**src/rtl/adder_pkg.sv**
```systemverilog
// Shared types and sizing helpers for the streaming adder accumulator.
package adder_pkg;

    localparam int unsigned DATA_W_DEF = 32;
    localparam int unsigned COUNT_DEF  = 4;

    typedef enum logic {
        ACCUM = 1'b0,
        HOLD  = 1'b1
    } acc_state_t;

    // Accumulator width that cannot overflow when summing count full-scale samples.
    function automatic int unsigned acc_width(input int unsigned data_w, input int unsigned count);
        return data_w + $clog2(count);
    endfunction

endpackage

```
**src/rtl/adder_nbit.sv**
```systemverilog
// Plain W-bit combinational adder; carry out of the top bit is discarded.
module adder_nbit #(
    parameter int unsigned W = 32
) (
    input  logic [W-1:0] a_i,
    input  logic [W-1:0] b_i,
    output logic [W-1:0] sum_c
);

    assign sum_c = a_i + b_i;

endmodule

```
**src/rtl/adder_accum_32bit.sv**
```systemverilog
// Batch accumulator: sums COUNT handshaked samples and holds the total until accepted.
// Define ADDER_ACCUM_AVG_EN to output the floor mean instead of the full sum.
module adder_accum_32bit
    import adder_pkg::*;
#(
    parameter  int unsigned DATA_W = DATA_W_DEF,
    parameter  int unsigned COUNT  = COUNT_DEF,
    localparam int unsigned ACC_W  = acc_width(DATA_W, COUNT),
    localparam int unsigned IDX_W  = $clog2(COUNT)
) (
    input  logic              clk,
    input  logic              rst_n,
    input  logic              clr,
    input  logic              in_valid,
    output logic              in_ready,
    input  logic [DATA_W-1:0] in_data,
    output logic              out_valid,
    input  logic              out_ready,
    output logic [ACC_W-1:0]  out_data,
    output logic [IDX_W-1:0]  out_last_idx
);

    localparam logic [IDX_W-1:0] LAST_IDX = IDX_W'(COUNT - 1);

    acc_state_t        state_q, state_d;
    logic [ACC_W-1:0]  acc_q, acc_d;
    logic [IDX_W-1:0]  idx_q, idx_d;
    logic [ACC_W-1:0]  out_data_q, out_data_d;
    logic              in_ready_q, in_ready_d;
    logic              out_valid_q, out_valid_d;

    logic [ACC_W-1:0]  sum_c;
    logic [ACC_W-1:0]  result_c;
    logic              in_xfer_c;

    adder_nbit #(
        .W (ACC_W)
    ) u_acc_add (
        .a_i   (acc_q),
        .b_i   (ACC_W'(in_data)),
        .sum_c (sum_c)
    );

`ifdef ADDER_ACCUM_AVG_EN
    assign result_c = sum_c >> IDX_W;
`else
    assign result_c = sum_c;
`endif

    assign in_xfer_c = in_valid && in_ready_q;

    // Next-state: accumulate in ACCUM, park the total in HOLD until the consumer takes it.
    always_comb begin
        state_d     = state_q;
        acc_d       = acc_q;
        idx_d       = idx_q;
        out_data_d  = out_data_q;
        in_ready_d  = in_ready_q;
        out_valid_d = out_valid_q;

        case (state_q)
            ACCUM: begin
                in_ready_d  = 1'b1;
                out_valid_d = 1'b0;
                if (clr) begin
                    acc_d = '0;
                    idx_d = '0;
                end else if (in_xfer_c) begin
                    if (idx_q == LAST_IDX) begin
                        out_data_d  = result_c;
                        acc_d       = '0;
                        idx_d       = '0;
                        state_d     = HOLD;
                        in_ready_d  = 1'b0;
                        out_valid_d = 1'b1;
                    end else begin
                        acc_d = sum_c;
                        idx_d = idx_q + IDX_W'(1);
                    end
                end
            end
            HOLD: begin
                in_ready_d  = 1'b0;
                out_valid_d = 1'b1;
                if (out_ready) begin
                    state_d     = ACCUM;
                    in_ready_d  = 1'b1;
                    out_valid_d = 1'b0;
                end
            end
            default: begin
                state_d     = ACCUM;
                acc_d       = '0;
                idx_d       = '0;
                in_ready_d  = 1'b0;
                out_valid_d = 1'b0;
            end
        endcase
    end

    always_ff @(posedge clk or negedge rst_n) begin
        if (!rst_n) begin
            state_q     <= ACCUM;
            acc_q       <= '0;
            idx_q       <= '0;
            out_data_q  <= '0;
            in_ready_q  <= 1'b0;
            out_valid_q <= 1'b0;
        end else begin
            state_q     <= state_d;
            acc_q       <= acc_d;
            idx_q       <= idx_d;
            out_data_q  <= out_data_d;
            in_ready_q  <= in_ready_d;
            out_valid_q <= out_valid_d;
        end
    end

    assign in_ready     = in_ready_q;
    assign out_valid    = out_valid_q;
    assign out_data     = out_data_q;
    assign out_last_idx = idx_q;

endmodule
```
**config.mk**
```make
export PLATFORM = sky130hd
export DESIGN_NAME = adder_accum_32bit
export DESIGN_NICKNAME = d
export VERILOG_FILES = /design/src/rtl/adder_pkg.sv /design/src/rtl/adder_nbit.sv /design/src/rtl/adder_accum_32bit.sv
export SDC_FILE = /design/constraint.sdc
export NUM_CORES = 1
export LEC_CHECK = 0
export CAP_MARGIN = 20
export CORE_MARGIN = 2
export CORE_UTILIZATION = 35
export CTS_CLUSTER_DIAMETER = 50
export DETAILED_ROUTE_END_ITERATION = 6
export SLEW_MARGIN = 5
export SYNTH_ARGS = -nofsm -noshare
export SYNTH_HDL_FRONTEND = slang
export SYNTH_HIERARCHICAL = 1
export SYNTH_SLANG_ARGS = --single-unit
```
**constraint.sdc**
```tcl
create_clock -name clk -period 2.55 [get_ports clk]
set_clock_uncertainty 0.05 [all_clocks]
set_input_delay 0.255 -clock clk [delete_from_list [all_inputs] [get_ports clk]]
set_output_delay 0.255 -clock clk [all_outputs]
set_load 0.05 [all_outputs]
```
# [After elaboration in Yosys (flattened, before gate mapping)]
# Cells that the tools add are included.
[classes] add_sub_neg=2 n_eq_ne=1 mux=16 bitwise=2 n_reduce_logical=4
[ops] op="34-bit 2-to-1 mux" n=3
[ops] op="34-bit by 32-bit adder with 34-bit output" n=1
[ops] op="1-bit 2-to-1 mux" n=8
[ops] op="2-bit 2-to-1 mux" n=3
[ops] op="1-bit one-hot mux with 2 select lines" n=2
[ops] op="4-bit AND reduction" n=1
[ops] op="2-bit by 1-bit adder with 2-bit output (second input constant)" n=1
[ops] op="2-bit equality test (second input constant)" n=1
[ops] op="1-bit NOT" n=2
[ops] op="2-bit AND reduction" n=1
[ops] op="2-bit nonzero test" n=1
[ops] op="1-bit logical AND" n=1
[totals] register_bits=72 inputBits=37 out_inout_bits=38 elab_cells=30

# [Logic depth before layout (Yosys ltp)]
[depth] depth_word=5 depth_mapped=13 ltp_nobuf=13

# [Modules after synthesis]
# Netlist, hierarchy kept.
[modules_own_cells] module="adder_accum_32bit" instances=1 cells_each=246 area_each_um2=3079.2 seq_area_each_um2=1801.7
[modules_own_cells] module="adder_nbit" instances=1 cells_each=233 area_each_um2=1742.9 seq_area_each_um2=0.0

# [Least setup slack after synthesis]
# No wires, ideal clock.
[synth_path] path_kind="reg-to-reg" from="register acc_q[0]" to="register acc_q[30]" setup_ps=96 arrival_time_ps=2501 t_required_ps=2404 slack_ps=-97 path_stages_with_launch=14 n_path_buf=0 period_less_slack_ps=2647 cell_sequence="dfrtp_1 -> ha_1 -> inv_1 -> fa_1 -> nand2b_1 -> a21oi_2 -> o21ai_1 -> o21a_1 -> nor2b_4 -> a211oi_2 -> o41ai_2 -> xor2_1 -> nand2_1 -> o31ai_1"
[synth_via] elab_chain_len=4
[synth_lines] item="start: declaration" line_no="adder_accum_32bit.sv:26" rtl="logic [ACC_W-1:0] acc_q, acc_d;"
[synth_lines] item="start signal: assignment" line_no="adder_accum_32bit.sv:104" rtl="acc_q <= '0;"
[synth_lines] item="start signal: assignment" line_no="adder_accum_32bit.sv:111" rtl="acc_q <= acc_d;"
[synth_lines] item="34-bit by 32-bit adder with 34-bit output" line_no="adder_nbit.sv:10" rtl="assign sum_c = a_i + b_i;"
[synth_lines] item="named net result_c[30]" line_no="adder_accum_32bit.sv:33" rtl="logic [ACC_W-1:0] result_c;"
[synth_lines] item="34-bit 2-to-1 mux" line_no="adder_accum_32bit.sv:69" rtl="if (idx_q == LAST_IDX) begin"
[synth_lines] item="34-bit 2-to-1 mux" line_no="adder_accum_32bit.sv:68" rtl="end else if (in_xfer_c) begin"
[synth_lines] item="34-bit 2-to-1 mux" line_no="adder_accum_32bit.sv:65" rtl="if (clr) begin"
# The timed path passes the listed nets, and every way through them passes these cells. The select of a mux whose other input is x is not followed.
# A chain may end at the register's enable or synchronous reset.

# [Worst setup path after layout]
[layout_path] from="register acc_q[0]" to="register acc_q[20]"
# The elaborated chain is that of the path after synthesis.

==> run_results.csv <==
group,metric,value,unit
sta,rsz0062_at_grt,"true",
pwr,leakagePower,3.35,nW
clocking,cts_htree_levels,3,
yosys,synth_common_cells,"dfrtp_1, nand2_1, o21ai_0",
yosys,synth.ff_latch_count,72,
sta,setup_ws,-0.208,ns
critical_path,crit_chain,"ha_2 -> inv_2 -> fa_2 -> nand2b_4 -> a21oi_4 -> o21ai_2 -> o21a_1 -> nor2b_4 -> buf_6 -> a31oi_4 -> o21bai_1 -> xor2_1 -> nand2_1 -> o31ai_1",
pwr,seqPwrFrac,20.8,%
finish,finish.utilization,53.4,%
clocking,cts_sinks,72,
finish,syn2layout_area_growth,47.7,%
job,cap_violations,0,
sta,setup_viol_count_final,25,
clocking,tritoncts,"done",
critical_path,slowest_delay,0.35,ns
sta,worst_pin_slew,0.701,ns
critical_path,critPathRequiredTime,2.75,ns
pwr,p_comb_share,63.5,%
global_routing,grt_pass1_wl,20.7,mm
placed_design,port_buffers,74,
floorplanning,ios,75,
yosys,synth_top_cell_area_share,37.4,%
clocking,clkTransAtPathRegs,0.06,ns
placed_design,dpl.hpwl,9.14,mm
drt,final_antenna_net_count,0,
sta,tns,-3.40,ns
pwr,peakVddDrop,0.461,mV
clocking,clock_latency,0.35,ns
finish,drive_above_1_share,33.4,%
yosys,avgSynthCellArea,10.1,µm²
sta,fmax,0.363,GHz
critical_path,r2r_setup_slack,-0.21,ns
sta,slew_headroom,53.3,%
drt,vias,4182,
floorplanning,core,13300,µm²
finish,diodes,0,
critical_path,r2r-start,"acc_q[0]$_DFFE_PN0P_",
drt,route.detailed.drc,0,
outcome,violations,"setup timing",
pwr,p_clk_share,15.7,%
critical_path,cp-end-kind,"flop",
placed_design,pre_cts_slack,-0.691,ns
floorplanning,die_h,121,µm
sta,layout_min_cycle_time,2.76,ns
global_routing,overflow,0,
drt,drtIter0Drc,150,
clocking,root_buffer,"clkbuf_16",
critical_path,rr_endpoint,"acc_q[20]$_DFFE_PN0P_",
sta,fin_hold_ws,0.272,ns
clocking,cts_buffers,9,
yosys,synth.most_common_cell,"dfrtp_1",
sta,period_share,108,%
drt,via_per_inst,5.11,
critical_path,cp_num_buf_inv,2,
finish,multi_input_area,3180,µm²
pwr,power.switching,0.00375,W
worst_hold_path,min_from,"in_data[0]",
finish,layout.area.seq,1800,µm²
yosys,synth_cells,479,
drt,drt-total-wl,12.7,mm
global_routing,grt_pass1_vias,4208,
placed_design,gp_congestion,0.853,
pwr,p_per_area,1250,nW/µm²
yosys,yosys.area.top_type,"dfrtp_1",
sta,drv_slew,0,
critical_path,critical-path-slowest-cell,"dfrtp_1",
critical_path,crit_fanout,3,
sta,final_hold_viol_count,0,
global_routing,grt_usage,17.9,%
critical_path,worstPathArrival,2.96,ns
yosys,synth_area,4820,µm²
global_routing,antenna_found_initial,0,
yosys,synth_top_flop_cell,"dfrtp_1",
yosys,synth.area.top_cells,"dfrtp_1, ha_1, mux2_4, o31ai_1, o21ai_0",
yosys,synth-seq-area-share,37.4,%
finish,nets,710,
floorplanning,initial_core_util,36.1,%
pwr,finalPower,0.00887,W
floorplanning,die_x,121,µm
drt,dr.pass1.iters,4,
floorplanning,rows,42,
drt,avgRoutedWirePerCell,15.5,µm
pwr,swShare,42.2,%
pwr,intPower,0.00513,W
yosys,synthArstFlopShare,100,%
critical_path,r2r_cells,14,
floorplanning,dieArea,14700,µm²
clocking,max-clock-path-buffers,2,
global_routing,grt_max_degree,75,
critical_path,critical_path.top_delay_family,"compound AO/OA/AOI/OAI gates",
worst_hold_path,hold_depth,3,
yosys,synth_cell_types,52,
critical_path,worstSetupPathType,"flop to flop",
yosys,synth_edf_count,0,
critical_path,cp-start-kind,"flop",
outcome,status,"complete, but fails checks",
worst_hold_path,hp-class,"input pin to flop",
worst_hold_path,hold_end,"out_data[0]$_DFFE_PN0P_",
yosys,yosysWarnings,6,
finish,filler_cell_count,1186,
==> logic make-up after synthesis <==
logic type	after synthesis	share of synthesized area [%]
AOI/OAI and AO/OA	160	22.7
and+or+nand+nor	107	10.3
DFF	72	37.4
buffers and inverters	37	4.20
adders and majority gates	35	9.24
muxes	35	10.3
xor gates and xnor gates	32	5.81
other	1	0.0778
==> through the flow <==
stage               std cells  area [µm²]
floorplan                 480        4840
global placement          789        6320
detailed placement        789        6320
CTS                       812        6840
global route              819        7120
finish                    819        7120
==> flip-flops by register name (all words and copies together) (netlist names) <==
name	flops
acc_q	34
out_last_idx	2
out_data	34
in_ready	1
out_valid	1
==> power by group through the flow <==
stage / Clock [W] / Sequential (W) / Combinational (W)
2_1_floorplan: 0 / 0.00254 / 0.00249
3_3_place_gp: 0 / 0.00185 / 0.00487
3_5_place_dp: 0 / 0.00186 / 0.00494
4_1_cts: 0.00144 / 0.00185 / 0.00523
5_1_grt: 0.00148 / 0.00190 / 0.00606
6_report: 0.00139 / 0.00185 / 0.00563
==> timing repair <==
item | 4_1_cts | 5_1_grt
resized for setup | 25 | 49
endpoints found under the hold margin | 72 | 0
buffers inserted | 7 | 10
setup endpoints to repair | 28 | 39
pin swaps | 18 | 33
hold buffers | 1 | 0
==> worst reg2reg max path: stages, from the launching register on <==
cell and delay [ns]:
dfrtp_1 0.35, ha_2 0.20, inv_2 0.04, fa_2 0.33
nand2b_4 0.16, a21oi_4 0.13, o21ai_2 0.09, o21a_1 0.22
nor2b_4 0.14, buf_6 0.12, a31oi_4 0.09, o21bai_1 0.18
xor2_1 0.25, nand2_1 0.08, o31ai_1 0.22
==> how the worst max path moves through the flow <==
stage	startpoint	endpoint	slack (ns)	depth (start not counted)
floorplan	acc_q[0]$_DFFE_PN0P_	acc_q[30]$_DFFE_PN0P_	-0.001	13
global placement	in_data[3]	acc_q[29]$_DFFE_PN0P_	-0.60	13
detailed placement	in_data[0]	acc_q[30]$_DFFE_PN0P_	-0.69	14
CTS	acc_q[0]$_DFFE_PN0P_	acc_q[30]$_DFFE_PN0P_	-0.24	13
global route	acc_q[3]$_DFFE_PN0P_	acc_q[23]$_DFFE_PN0P_	-0.37	12
finish	acc_q[0]$_DFFE_PN0P_	acc_q[20]$_DFFE_PN0P_	-0.21	14
==> final cells by class <==
type	instances	area share [%]
inverters	11	0.580
multi-input cells	371	44.7
flip-flops and latches	72	25.3
repair buffers	173	21.8
clock buffers	11	3.41
well taps	176	3.09
clock inverters	5	1.12
==> cell usage in the layout, fill, tap and decap left out, types with 10 or more instances in the layout <==
master	instances
a21o_1	13
a21oi_1	22
buf_4	87
clkdlybuf4s50_1	71
dfrtp_1	71
ha_1	28
inv_1	10
mux2_4	28
nand2_1	55
nor2_1	13
o21ai_0	40
o31ai_1	29
xnor2_1	12
xor2_1	10
==> metal layers <==
layer,vias to the layer above,routed length (µm),global-route usage [%],share of wire [%]
met5,-,0,0,0
met4,0,136,6.03,1.1
met3,8,458,4.04,3.6
met2,89,6080,28.3,48
met1,2016,6040,24.2,48
li1,2069,-,-,-
Power figures use the tool's default switching activity.
